==> src/rtl/shifter_pkg.sv <==
// rtl/shifter_pkg.sv - shared op codes and FSM state type for seq_shifter
// Contents: OP_* op code localparams (3 bits), state_t {IDLE, SHIFT, DONE}.
package shifter_pkg;

  localparam int OP_W = 3;

  localparam logic [OP_W-1:0] OP_SLL = 3'b000;
  localparam logic [OP_W-1:0] OP_SRL = 3'b001;
  localparam logic [OP_W-1:0] OP_SRA = 3'b010;
  localparam logic [OP_W-1:0] OP_ROL = 3'b011;
  localparam logic [OP_W-1:0] OP_ROR = 3'b100;
  localparam logic [OP_W-1:0] OP_ASL = 3'b101;

  typedef enum logic [1:0] {
    IDLE  = 2'd0,
    SHIFT = 2'd1,
    DONE  = 2'd2
  } state_t;

endpackage

==> src/rtl/shift_step.sv <==
// rtl/shift_step.sv - combinational single-bit shift/rotate step
// Ports:
//   i_val  in  WIDTH  current working value
//   i_op   in  3      latched op code
//   o_val  out WIDTH  value after one single-bit step
//   o_ovf  out 1      overflow produced by this step (SLL/ASL only)
module shift_step
  import shifter_pkg::*;
#(
  parameter int WIDTH = 8
) (
  input  logic [WIDTH-1:0] i_val,
  input  logic [OP_W-1:0]  i_op,
  output logic [WIDTH-1:0] o_val,
  output logic             o_ovf
);

  always_comb begin
    o_val = i_val;
    o_ovf = 1'b0;
    case (i_op)
      OP_SLL: begin
        o_val = {i_val[WIDTH-2:0], 1'b0};
        o_ovf = i_val[WIDTH-1];
      end
      OP_SRL: o_val = {1'b0, i_val[WIDTH-1:1]};
      OP_SRA: o_val = {i_val[WIDTH-1], i_val[WIDTH-1:1]};
      OP_ROL: o_val = {i_val[WIDTH-2:0], i_val[WIDTH-1]};
      OP_ROR: o_val = {i_val[0], i_val[WIDTH-1:1]};
      OP_ASL: begin
        o_val = {i_val[WIDTH-2:0], 1'b0};
        // The new MSB is the old bit WIDTH-2, so the sign flips iff they differ.
        o_ovf = i_val[WIDTH-1] ^ i_val[WIDTH-2];
      end
      default: begin
        o_val = i_val;
        o_ovf = 1'b0;
      end
    endcase
  end

endmodule

==> src/rtl/seq_shifter.sv <==
// rtl/seq_shifter.sv - multi-cycle shift/rotate unit, one bit position per clock
// Ports:
//   clk    in  1      clock, rising edge
//   rst    in  1      asynchronous active-high reset
//   start  in  1      request, sampled when not busy
//   op     in  3      op code, captured with start
//   din    in  WIDTH  operand, captured with start
//   amt    in  AMT_W  shift amount, captured with start
//   busy   out 1      high while shifting
//   done   out 1      one-cycle pulse when dout/ovf are valid
//   dout   out WIDTH  result, held until next accepted start
//   ovf    out 1      sticky overflow for the current result
module seq_shifter
  import shifter_pkg::*;
#(
  parameter int WIDTH = 8,
  parameter int AMT_W = $clog2(WIDTH)
) (
  input  logic             clk,
  input  logic             rst,
  input  logic             start,
  input  logic [OP_W-1:0]  op,
  input  logic [WIDTH-1:0] din,
  input  logic [AMT_W-1:0] amt,
  output logic             busy,
  output logic             done,
  output logic [WIDTH-1:0] dout,
  output logic             ovf
);

  state_t           r_state;
  state_t           w_next_state;
  logic             w_accept;
  logic [AMT_W-1:0] w_amt;
  logic [AMT_W-1:0] r_cnt;
  logic [WIDTH-1:0] r_work;
  logic [OP_W-1:0]  r_op;
  logic             r_ovf;
  logic [WIDTH-1:0] w_step_val;
  logic             w_step_ovf;

  // Only a non-power-of-two WIDTH lets amt encode values past WIDTH-1.
  generate
    if ((1 << AMT_W) > WIDTH) begin : g_clamp
      assign w_amt = (amt > AMT_W'(WIDTH - 1)) ? AMT_W'(WIDTH - 1) : amt;
    end else begin : g_noclamp
      assign w_amt = amt;
    end
  endgenerate

  shift_step #(
    .WIDTH(WIDTH)
  ) u_step (
    .i_val(r_work),
    .i_op (r_op),
    .o_val(w_step_val),
    .o_ovf(w_step_ovf)
  );

  always_ff @(posedge clk or posedge rst) begin
    if (rst) begin
      r_state <= IDLE;
    end else begin
      r_state <= w_next_state;
    end
  end

  // IDLE and DONE behave identically: both accept a start.
  always_comb begin
    w_accept     = 1'b0;
    w_next_state = r_state;
    case (r_state)
      SHIFT: begin
        if (r_cnt == AMT_W'(1)) begin
          w_next_state = DONE;
        end
      end
      default: begin
        if (start) begin
          w_accept     = 1'b1;
          w_next_state = (w_amt != '0) ? SHIFT : DONE;
        end else begin
          w_next_state = IDLE;
        end
      end
    endcase
  end

  always_ff @(posedge clk or posedge rst) begin
    if (rst) begin
      r_cnt  <= '0;
      r_work <= '0;
      r_op   <= OP_SLL;
      r_ovf  <= 1'b0;
    end else if (w_accept) begin
      r_cnt  <= w_amt;
      r_work <= din;
      r_op   <= op;
      r_ovf  <= 1'b0;
    end else if (r_state == SHIFT) begin
      r_cnt  <= r_cnt - AMT_W'(1);
      r_work <= w_step_val;
      r_ovf  <= r_ovf | w_step_ovf;
    end
  end

  assign busy = (r_state == SHIFT);
  assign done = (r_state == DONE);
  assign dout = r_work;
  assign ovf  = r_ovf;

endmodule

==> config.mk <==
export PLATFORM = sky130hd
export DESIGN_NAME = seq_shifter
export DESIGN_NICKNAME = d
export VERILOG_FILES = /design/src/rtl/shifter_pkg.sv /design/src/rtl/shift_step.sv /design/src/rtl/seq_shifter.sv
export SDC_FILE = /design/constraint.sdc
export NUM_CORES = 1
export LEC_CHECK = 0
export BUFFER_PORTS_ARGS = -buffer_cell sky130_fd_sc_hd__buf_4
export CAP_MARGIN = 10
export CORE_MARGIN = 1.5
export CORE_UTILIZATION = 50
export DETAILED_ROUTE_END_ITERATION = 16
export GPL_TIMING_DRIVEN = 0
export PLACE_DENSITY = 0.8
export SLEW_MARGIN = 20
export SYNTH_ARGS = -nofsm -noshare
export SYNTH_HDL_FRONTEND = slang
export SYNTH_SLANG_ARGS = --single-unit
==> constraint.sdc <==
create_clock -name clk -period 3.15 [get_ports clk]
set_input_delay 0.1575 -clock clk [delete_from_list [all_inputs] [get_ports clk]]
set_output_delay 0.1575 -clock clk [all_outputs]
set_load 0.005 [all_outputs]
==> results.toml <==
[worst_setup_path]
worstPathArrival_ps = 1880
crit_fanout = 10
path_class = "flip-flop to flip-flop"
startpoint_type = "flip-flop"
required_ps = 3330
endpoint_kind = "flip-flop"

[timing]
tns_ps = 0
fmax_mhz = 588.3
clock_skew_ps = 6.719
slew_viol_final = 0
period_needed_ps = 1700
final-setup-viol-count = 0
fin_crit_sh_pct = 53.96
hold_viol_final = 0
relSlewSlack_pct = 56.27
holdWs_ps = 82.42
rsz0062_at_grt = "no"
tightest_slew_ps = 650.9

[power_and_ir_drop]
p_leak_nw = 0.6109
pwr-share-comb_pct = 61.7
power.internal_uw = 863.4
p_sw_uw = 651.7
total_power_mw = 1.515
p_sw_share_pct = 43.01
cellPowerDensity_nw_per_um2 = 1154
p_seq_share_pct = 30.4
peakVddDrop_uv = 608.4
clkPwrFrac_pct = 7.8

[cts]
cts-resized-gates = 0
cts_setup_buffers = 0
cts_tree = "done"
cts.sinks = 17
h-tree-depth = 1
worstSkewPairLatency_ps = 300
numCtsBuffers = 3
cts_hold_buf = 1
clockRootBuffer = "clkbuf_4"
path_clk_slew_ps = 100
ctsLongestPathBuffers = 2

[final_layout]
fin_util_pct = 66.90
final_layout_size_suffix_gt1_share_pct = 34.56
nNetsFinal = 156
fillers = 181
area_delta_synth_final_pct = 26.23
stdcell_count = 163
n_antenna_cell = 0

[flow_run]
maxCapViolCount = 0

[grt]
grt_overflow_total = 0
grt_max_degree = 18
grt_pass1_vias = 957
groute.usage.overall_pct = 21.90
grt_pass1_wl_um = 4153
antenna_found_initial = 0

[outcome]
outcome = "completed"

[synth]
synth_area_leader_cell = "dfrtp_1"
synth_area_leaders = "dfrtp_1, a22o_2, mux2_2, a221oi_1, o22ai_1"
synth_area_um2 = 1040
synth.most_common_cell = "dfrtp_1"
netlist.area_leader.share_pct = 40.91
syn-instance-count = 104
synth_area_per_cell_um2 = 9.998
async_flop_share_pct = 100.0
yosysUniqueCellTypes = 35
ys_top_cells_by_count = "dfrtp_1, nand2_1, o22ai_1"
syn-num-nets = 123
ys_seq_area_share_pct = 40.91
synth_top_flop_cell = "dfrtp_1"
synth-edff-count = 0
ys_seq_elements = 17
synth_warnings = 0

[die]
io-pin-count = 28
start_util_pct = 53.00
core_area_um2 = 1962
die_area_um2 = 2362
rows = 16
die_h_um = 48.60
die_w_um = 48.60

[route]
first_pass_iters = 4
wl_um = 2374
ant_nets = 0
route.detailed.drc = 0
vias = 980
drt_iter0_drc = 31
wl_per_cell_um = 14.56
via_per_inst = 6.012

[place]
dp_cells = 158
port_buffers = 27
dpl.hpwl_um = 1688
gp_congestion = 0.8275

[hold_path]
worstHoldPathType = "input pin to flip-flop"
## layout make-up
type | count | area (um^2) | share of cell area [%]
repair buffers | 28 | 212.7 | 16.21
flip-flops and latches | 17 | 425.4 | 32.41
well taps | 27 | 33.78 | 2.574
inverters | 4 | 15.01 | 1.144
plain buffers | 5 | 41.29 | 3.146
clock buffers | 4 | 26.28 | 2.002
multi-input cells | 78 | 558.0 | 42.52
## layer usage
| metal | part of all wire, % | vias up | global-route usage, % |
|---|---|---|---|
| li1 | - | 466 | - |
| met1 | 45 | 474 | 29.08 |
| met2 | 47 | 35 | 35.62 |
| met3 | 6.6 | 5 | 4.630 |
| met4 | 1.2 | 0 | 7.143 |
| met5 | 0 | - | 0 |
## flip-flops by register name (all words and copies together), names as in the netlist
register  count
dout          8
ovf           1
r_cnt         3
r_op          3
r_state       2
## metrics by stage
| step | worst slack, ps | instance area [um^2] |
|---|---|---|
| after global routing | 1327 | 1313 |
| after CTS | 1484 | 1313 |
| after global placement | 1518 | 1276 |
| final | 1450 | 1313 |
| after floorplan | 1581 | 1040 |
| after detailed placement | 1495 | 1276 |
## power by group through the flow
stage / clock network (mW) / logic (mW) / registers, mW
final: 0.118 / 0.935 / 0.461
after global routing: 0.127 / 1.03 / 0.479
after CTS: 0.120 / 0.931 / 0.458
after detailed placement: 0 / 0.925 / 0.462
after global placement: 0 / 0.896 / 0.455
after floorplan: 0 / 0.675 / 0.437
## path summary, 6_finish.rpt
path | from | to | slack, ps | cells past startpoint
max in group asynchronous | rst | dout[1] | 2230 | 3
min in group asynchronous | rst | dout[2] | 510 | 3
max reg2reg | r_op[0] | dout[6] | 1450 | 4
min reg2reg | r_cnt[0] | r_cnt[0] | 480 | 1
max | r_op[0] | dout[6] | 1450 | 4
min | op[0] | r_op[0] | 80 | 2
## logic make-up (layout without fill, tap and decap cells)
group / count (synthesis) / after routing / synth area share, %
compound gates: 39 / 39 / 28.28
simple gates: 28 / 28 / 13.48
flops: 17 / 17 / 40.91
buf+inv: 9 / 41 / 5.415
mux: 7 / 7 / 7.821
fa+ha+maj: 2 / 2 / 2.406
xor+xnor: 2 / 2 / 1.685
## critical path: stages, from the launching register on
cell and delay, ps:
dfrtp_1 430, clkbuf_1 380, o21ai_1 310, a221oi_1 340, a21oi_1 110
## placed cells by master, fill, tap and decap left out, drive strengths merged
cell type    netlist  final
a211oi             1      1
a21boi             1      1
a21o               1      1
a21oi              7      7
a221o              1      1
a221oi             6      6
a22o               6      6
a311o              1      1
a31oi              2      2
and3               1      1
buf                3     30
clkbuf             2      6
dfrtp             17     17
dlygate4sd3        0      1
ha                 2      2
inv                4      4
mux2               6      6
mux2i              1      1
nand2             11     11
nand2b             1      1
nor2               6      6
nor2b              2      2
nor3               3      3
nor3b              1      1
nor4b              1      1
nor4bb             1      1
o211a              2      2
o21ai              1      1
o22a               1      1
o22ai              8      8
o31ai              1      1
or2b               1      1
xor2               2      2
(Power assumes the default switching activity.)
